### src/rtl/sum_diff_pkg.sv
// Shared types and constants for the sum/difference operand entry front end.
// The stage encoding is also consumed by the display logic for the stage LEDs.
package sum_diff_pkg;

    localparam int OPERAND_W = 6;

    typedef enum logic [1:0] {
        GET_A = 2'd0,
        GET_B = 2'd1,
        SHOW  = 2'd2
    } entry_state_t;

endpackage

### src/rtl/operand_entry_seq_debounce.sv
// Pushbutton conditioner: 2-flop synchronizer, stable-count debounce and a
// one-cycle pulse on each debounced rising edge.
module button_debounce #(
    parameter int DEBOUNCE_CYCLES = 500000
) (
    input  logic i_clk,
    input  logic i_reset,
    input  logic i_raw,
    output logic o_press
);

    localparam int                CNT_W   = $clog2(DEBOUNCE_CYCLES);
    localparam logic [CNT_W-1:0]  CNT_MAX = CNT_W'(DEBOUNCE_CYCLES - 1);

    logic             r_sync1;
    logic             r_sync2;
    logic [CNT_W-1:0] r_cnt;
    logic             r_level;
    logic             r_level_d;

    always_ff @(posedge i_clk or posedge i_reset) begin
        if (i_reset) begin
            r_sync1   <= 1'b0;
            r_sync2   <= 1'b0;
            r_cnt     <= '0;
            r_level   <= 1'b0;
            r_level_d <= 1'b0;
        end else begin
            r_sync1   <= i_raw;
            r_sync2   <= r_sync1;
            r_level_d <= r_level;
            // Any sample that agrees with the accepted level restarts the count.
            if (r_sync2 == r_level) begin
                r_cnt <= '0;
            end else if (r_cnt == CNT_MAX) begin
                r_level <= ~r_level;
                r_cnt   <= '0;
            end else begin
                r_cnt <= r_cnt + 1'b1;
            end
        end
    end

    assign o_press = r_level & ~r_level_d;

endmodule

### src/rtl/operand_entry_seq.sv
// Operand entry sequencer: captures A, then B plus op select, from shared
// switches on successive debounced presses and strobes the datapath.
module operand_entry_seq
    import sum_diff_pkg::*;
#(
    parameter int WIDTH           = OPERAND_W,
    parameter int DEBOUNCE_CYCLES = 500000
) (
    input  logic             clk,
    input  logic             reset,
    input  logic [WIDTH-1:0] sw,
    input  logic             add_sub_sw,
    input  logic             button_raw,
    output logic [WIDTH-1:0] A,
    output logic [WIDTH-1:0] B,
    output logic             Add_Sub,
    output logic             button,
    output logic [1:0]       stage
);

    entry_state_t     r_state;
    entry_state_t     w_next_state;
    logic             w_press;
    logic             w_cap_a;
    logic             w_cap_b;
    logic [WIDTH-1:0] r_a;
    logic [WIDTH-1:0] r_b;
    logic             r_add_sub;
    logic             r_button;

    button_debounce #(
        .DEBOUNCE_CYCLES(DEBOUNCE_CYCLES)
    ) u_debounce (
        .i_clk   (clk),
        .i_reset (reset),
        .i_raw   (button_raw),
        .o_press (w_press)
    );

    always_ff @(posedge clk or posedge reset) begin
        if (reset) begin
            r_state <= GET_A;
        end else begin
            r_state <= w_next_state;
        end
    end

    always_comb begin
        w_next_state = GET_A;
        w_cap_a      = 1'b0;
        w_cap_b      = 1'b0;
        case (r_state)
            GET_A: begin
                w_next_state = GET_A;
                if (w_press) begin
                    w_next_state = GET_B;
                    w_cap_a      = 1'b1;
                end
            end
            GET_B: begin
                w_next_state = GET_B;
                if (w_press) begin
                    w_next_state = SHOW;
                    w_cap_b      = 1'b1;
                end
            end
            SHOW: begin
                w_next_state = SHOW;
                if (w_press) begin
                    w_next_state = GET_A;
                end
            end
            // The unused encoding falls back to operand A entry.
            default: w_next_state = GET_A;
        endcase
    end

    always_ff @(posedge clk or posedge reset) begin
        if (reset) begin
            r_a       <= '0;
            r_b       <= '0;
            r_add_sub <= 1'b0;
            r_button  <= 1'b0;
        end else begin
            r_button <= w_cap_b;
            if (w_cap_a) begin
                r_a <= sw;
            end
            if (w_cap_b) begin
                r_b       <= sw;
                r_add_sub <= add_sub_sw;
            end
        end
    end

    assign A       = r_a;
    assign B       = r_b;
    assign Add_Sub = r_add_sub;
    assign button  = r_button;
    assign stage   = r_state;

endmodule

### config.mk
export PLATFORM = sky130hd
export DESIGN_NAME = operand_entry_seq
export DESIGN_NICKNAME = d
export VERILOG_FILES = /design/src/rtl/sum_diff_pkg.sv /design/src/rtl/operand_entry_seq_debounce.sv /design/src/rtl/operand_entry_seq.sv
export SDC_FILE = /design/constraint.sdc
export NUM_CORES = 1
export LEC_CHECK = 0
export BUFFER_PORTS_ARGS = -buffer_cell sky130_fd_sc_hd__buf_4
export CAP_MARGIN = 0
export CORE_UTILIZATION = 50
export DETAILED_ROUTE_END_ITERATION = 8
export PLACE_DENSITY_LB_ADDON = 0.1
export SETUP_SLACK_MARGIN = 0.3
export SYNTH_ARGS = -nofsm -noshare
export SYNTH_HDL_FRONTEND = slang
export SYNTH_SLANG_ARGS = --single-unit
### constraint.sdc
create_clock -name clk -period 2.9 [get_ports clk]
set_input_delay 0.58 -clock clk [delete_from_list [all_inputs] [get_ports clk]]
set_output_delay 0.58 -clock clk [all_outputs]
set_load 0.005 [all_outputs]
---- After elaboration in Yosys (flattened, before gate mapping) ----
Index checks and enable logic that the tools add are counted.
word-level totals
  bits in read-only memories .............. 0
  bits of input ports ..................... 10
  memory bits (writable) .................. 0
  bits in latches ......................... 0
  memories ................................ 0
  output and inout bits ................... 16
  flip-flop bits (word level) ............. 39
  logic and storage cells ................. 30
cells by class
  shift-type cells ........................ 0
  add/subtract/negate cells ............... 1
  eq/ne operators ......................... 4
  magnitude comparators ................... 0
  divide/modulo/power cells ............... 0
  multiplexer cells ....................... 9
  reduce and logical (&&, ||, !) cells .... 2
  bitwise logic cells ..................... 4
  multiply operators ...................... 0
operators with widths
  operator               number
  $mux 19                2
  $add 19x1->19 const B  1
  $eq 19x19->1 const B   1
  $pmux 2 s3             1
  $mux 1                 4
  $mux 2                 2
  $not 1->1              3
  $eq 2x1->1 const B     1
  $eq 2x2->1 const B     1
  $logic_not 2->1        1
  $reduce_and 2->1       1
  $and 1x1->1            1
  $eq 1x1->1             1

---- Depth between registers and ports, before layout ----
  word-level depth ........................ 4
  mapped depth ............................ 6
  depth with buffers taken out ............ 5

---- Hierarchy ----
A second synthesis with hierarchy kept.
unflattened totals
  cells, all modules ...................... 142
  area, all modules ....................... 1730.4 µm²
by module, submodules not included
  module             seq. area each (µm²)  cells each  area an instance (µm²)  instances
  button_debounce    575.6                 105         1122.3                  1
  operand_entry_seq  400.4                 37          608.1                   1

---- Worst setup path before layout ----
Ideal clock, no wire load.
  kind .................................... register -> register
  start point ............................. register u_debounce.r_cnt[11]
  end point ............................... register u_debounce.r_level
  period minus slack after synthesis ...... 2.013 ns
  setup time .............................. 0.125 ns
  arrival ................................. 1.888 ns
  slack ................................... 0.887 ns
  stages on the path, launching flop included .. 5
  path through ............................ dfrtp_1 or4_1 or4_4 nor2_1 mux2_2
on the way
  longest elaborated chain between the ends .. 2
ends and longest elaborated chain
  element                            RTL line                          text
  start, declared                    operand_entry_seq_debounce.sv:17  logic [CNT_W-1:0] r_cnt;
  start signal, assigned             operand_entry_seq_debounce.sv:39  r_cnt <= r_cnt + 1'b1;
  $eq 19x19->1                       operand_entry_seq_debounce.sv:35  end else if (r_cnt == CNT_MAX) begin
  $reduce_and 2->1 (no source line)  n/a
  end signal, assigned               operand_entry_seq_debounce.sv:36  r_level <= ~r_level;
  end, declared                      operand_entry_seq_debounce.sv:18  logic r_level;
No other way between the ends.
A chain may end at the register's enable or synchronous reset.

---- Worst setup path after layout ----
  start point ............................. register u_debounce.r_cnt[11]
  end point ............................... register u_debounce.r_cnt[6]
on the way
  longest elaborated chain between the ends .. 3
ends and longest elaborated chain
  element       RTL line                          text
  $eq 19x19->1  operand_entry_seq_debounce.sv:35
  $mux 19       operand_entry_seq_debounce.sv:35
  $mux 19       operand_entry_seq_debounce.sv:33  if (r_sync2 == r_level) begin
No other way between the ends.

==> impl_metrics.yaml <==
floorplanning:
  die_x_um: 59.78
  die_h_um: 59.78
  start_util_pct: 53.79
  io_pins: 26
  core_area_mm2: 0.003103
  die_area_mm2: 0.003573
  row_count: 20
final_layout:
  nFillCells: 280
  n_antenna_cell: 0
  area_growth_pct: 19.72
  drive_gt1_share_pct: 30.64
  nNetsFinal: 183
synth:
  syn-num-nets: 151
  syn_area_mm2: 0.001669
  async_flop_share_pct: 100.0
  yosysWarnings: 0
  avgSynthCellArea_um2: 11.92
  ys_ff_latch: 39
  ys.flop_type: "dfrtp_1"
  synthDistinctLibCells: 27
  synth_edf_count: 0
  syn_inst: 140
  ys_seq_area_share_pct: 58.47
timing:
  tightest_slew_ns: 0.8522
  worst_hold_slack_ns: 0.1366
  fin_crit_ns: 2.123
  final.period_utilization_pct: 73.20
  fmax_ghz: 0.4711
  slew_headroom_pct: 42.75
  slew_violations: 0
  rsz0062_at_grt: "no"
  tns_ns: 0
  hold_viol_final: 0
  setup_violations: 0
  clock_skew_ns: 0.009718
critical_path:
  worst_ep_arrival_time_ns: 2.35
  crit_path_max_fanout: 17
  regToRegEndpoint: "u_debounce.r_cnt[6]$_DFF_PP0_"
  crit_path_start_kind: "register"
  worstPathRequired_ns: 3.13
  r2r_start: "u_debounce.r_cnt[11]$_DFF_PP0_"
  path_class: "reg2reg"
  end_kind: "register"
  reg2reg_depth: 4
  reg2reg_slack_ns: 0.78
flow_run:
  maxCapViolCount: 0
route:
  wl_per_cell_um: 14.25
  drc: 0
  dr.pass1.iters: 4
  postRouteAntennaNets: 0
  drt_wl_total_mm: 3.093
  drtIter0Drc: 39
  avgViaCountPerCell: 5.300
  vias: 1150
global_routing:
  grt_pass1_wl_mm: 5.106
  first_global_vias: 1150
  overflow: 0
  grt_max_degree: 34
  antenna_found_initial: 0
  grt_usage_pct: 20.20
cts:
  post-cts-setup-buffers: 0
  cts_hold_buf: 0
  htreeDepth: 2
  cts_tree: "done"
  clockBufferDepth: 2
  cts_buffers: 5
  cts_root_buffer: "clkbuf_4"
  clk_pin_slew_worst_paths_ns: 0.11
  insertion_delay_ns: 0.35
  cts_resized: 0
  cts_sinks: 39
placed_design:
  dp_hpwl_mm: 2.160
  io_buffers: 25
  gp_congestion: 0.8330
power_and_ir_drop:
  p_per_area_mw_per_mm2: 481.6
  ir_drop_mv: 0.3078
  total_power_mw: 0.9624
  leakage_nw: 0.9143
status:
  status: "complete, no violations"
hold_path:
  hold_path_class: "in2async"
## worst max path at each step
stage                                    from                              to  slack (ns)
2_1_floorplan  u_debounce.r_cnt[11]$_DFF_PP0_  u_debounce.r_level$_DFFE_PP0P_        0.89
3_3_place_gp   u_debounce.r_cnt[11]$_DFF_PP0_  u_debounce.r_level$_DFFE_PP0P_        0.82
3_5_place_dp   u_debounce.r_cnt[11]$_DFF_PP0_   u_debounce.r_cnt[6]$_DFF_PP0_        0.76
4_1_cts        u_debounce.r_cnt[11]$_DFF_PP0_   u_debounce.r_cnt[6]$_DFF_PP0_        0.76
5_1_grt        u_debounce.r_cnt[11]$_DFF_PP0_   u_debounce.r_cnt[6]$_DFF_PP0_        0.66
6_report       u_debounce.r_cnt[11]$_DFF_PP0_   u_debounce.r_cnt[6]$_DFF_PP0_        0.78
## through the flow
step	instance area [um^2]	util (%)	worst slack, ns	cells
final	1998	64.40	0.7773	217
after global routing	1998	64.40	0.6617	217
after CTS	1998	64.40	0.7567	217
after detailed placement	1912	61.61	0.7640	209
after global placement	1912	61.61	0.8231	209
after floorplan	1669	-	0.8871	140
## layout make-up
type | count | area, um^2 | area share [%]
Clock buffer | 6 | 51.30 | 2.567
Clock inverter | 2 | 35.03 | 1.753
Inverter | 6 | 22.52 | 1.127
Multi-Input combinational cell | 93 | 655.6 | 32.81
Sequential cell | 39 | 975.9 | 48.84
Tap cell | 44 | 55.05 | 2.755
Timing Repair Buffer | 27 | 202.7 | 10.14
## metal layers
metal | wire [um] | GRT usage, % | up-vias
li1 | - | - | 546
met1 | 1399 | 25.21 | 576
met2 | 1497 | 31.59 | 20
met3 | 126 | 5.844 | 8
met4 | 70 | 10.96 | 0
met5 | 0 | 0 | -
## synthesized netlist by cell type, types with 4 or more instances
library cell	count	share of area, %
dfrtp_1	39	58
inv_1	6	1.3
mux2_2	14	9.4
nand2_1	4	0.90
nand3_1	5	1.5
nand4_1	5	1.9
nor2_1	23	5.2
nor3_1	4	1.2
nor4_1	5	1.9
xnor2_1	15	7.9
## logic make-up after synthesis
| kind of cell | after synthesis | share of synthesized area [%] |
|---|---|---|
| and+or+nand+nor | 55 | 17.02 |
| muxes | 14 | 9.445 |
| buffers and inverters | 8 | 2.249 |
| xor gates and xnor gates | 17 | 8.921 |
| AOI/OAI and AO/OA | 6 | 3.149 |
| adders and majority gates | 1 | 0.7495 |
| DFF | 39 | 58.47 |
## power breakdown
group,switching [mW],internal (mW),total [mW],leakage (nW)
registers,0.00422,0.548,0.553,0.538
logic,0.0198,0.0136,0.0334,0.328
clock network,0.173,0.204,0.376,0.0482
## critical path, cell delays in order (launching register included)
cell	delay (ns)
dfrtp_1	0.45
or4_1	0.53
or4_4	0.54
o21bai_4	0.37
nor2_1	0.11
## registers in the layout, indices dropped and copies added (netlist names), 2 cells and up
| name | count |
|---|---|
| A | 6 |
| B | 6 |
| u_debounce.r_cnt | 19 |
| stage | 2 |
## cells in the final DEF (no fill, tap or decap), drive strengths merged, types with 3 or more instances in the layout
master / synthesis / routed
dfrtp: 39 / 39
buf: 1 / 27
nor2: 23 / 23
xnor2: 15 / 15
mux2: 14 / 14
inv: 6 / 6
nand3: 6 / 6
clkbuf: 1 / 6
nand4: 5 / 5
nor4: 5 / 5
nand2: 4 / 4
nor3: 4 / 4
or4: 3 / 3
No activity file was read; power rests on OpenSTA's default activity.
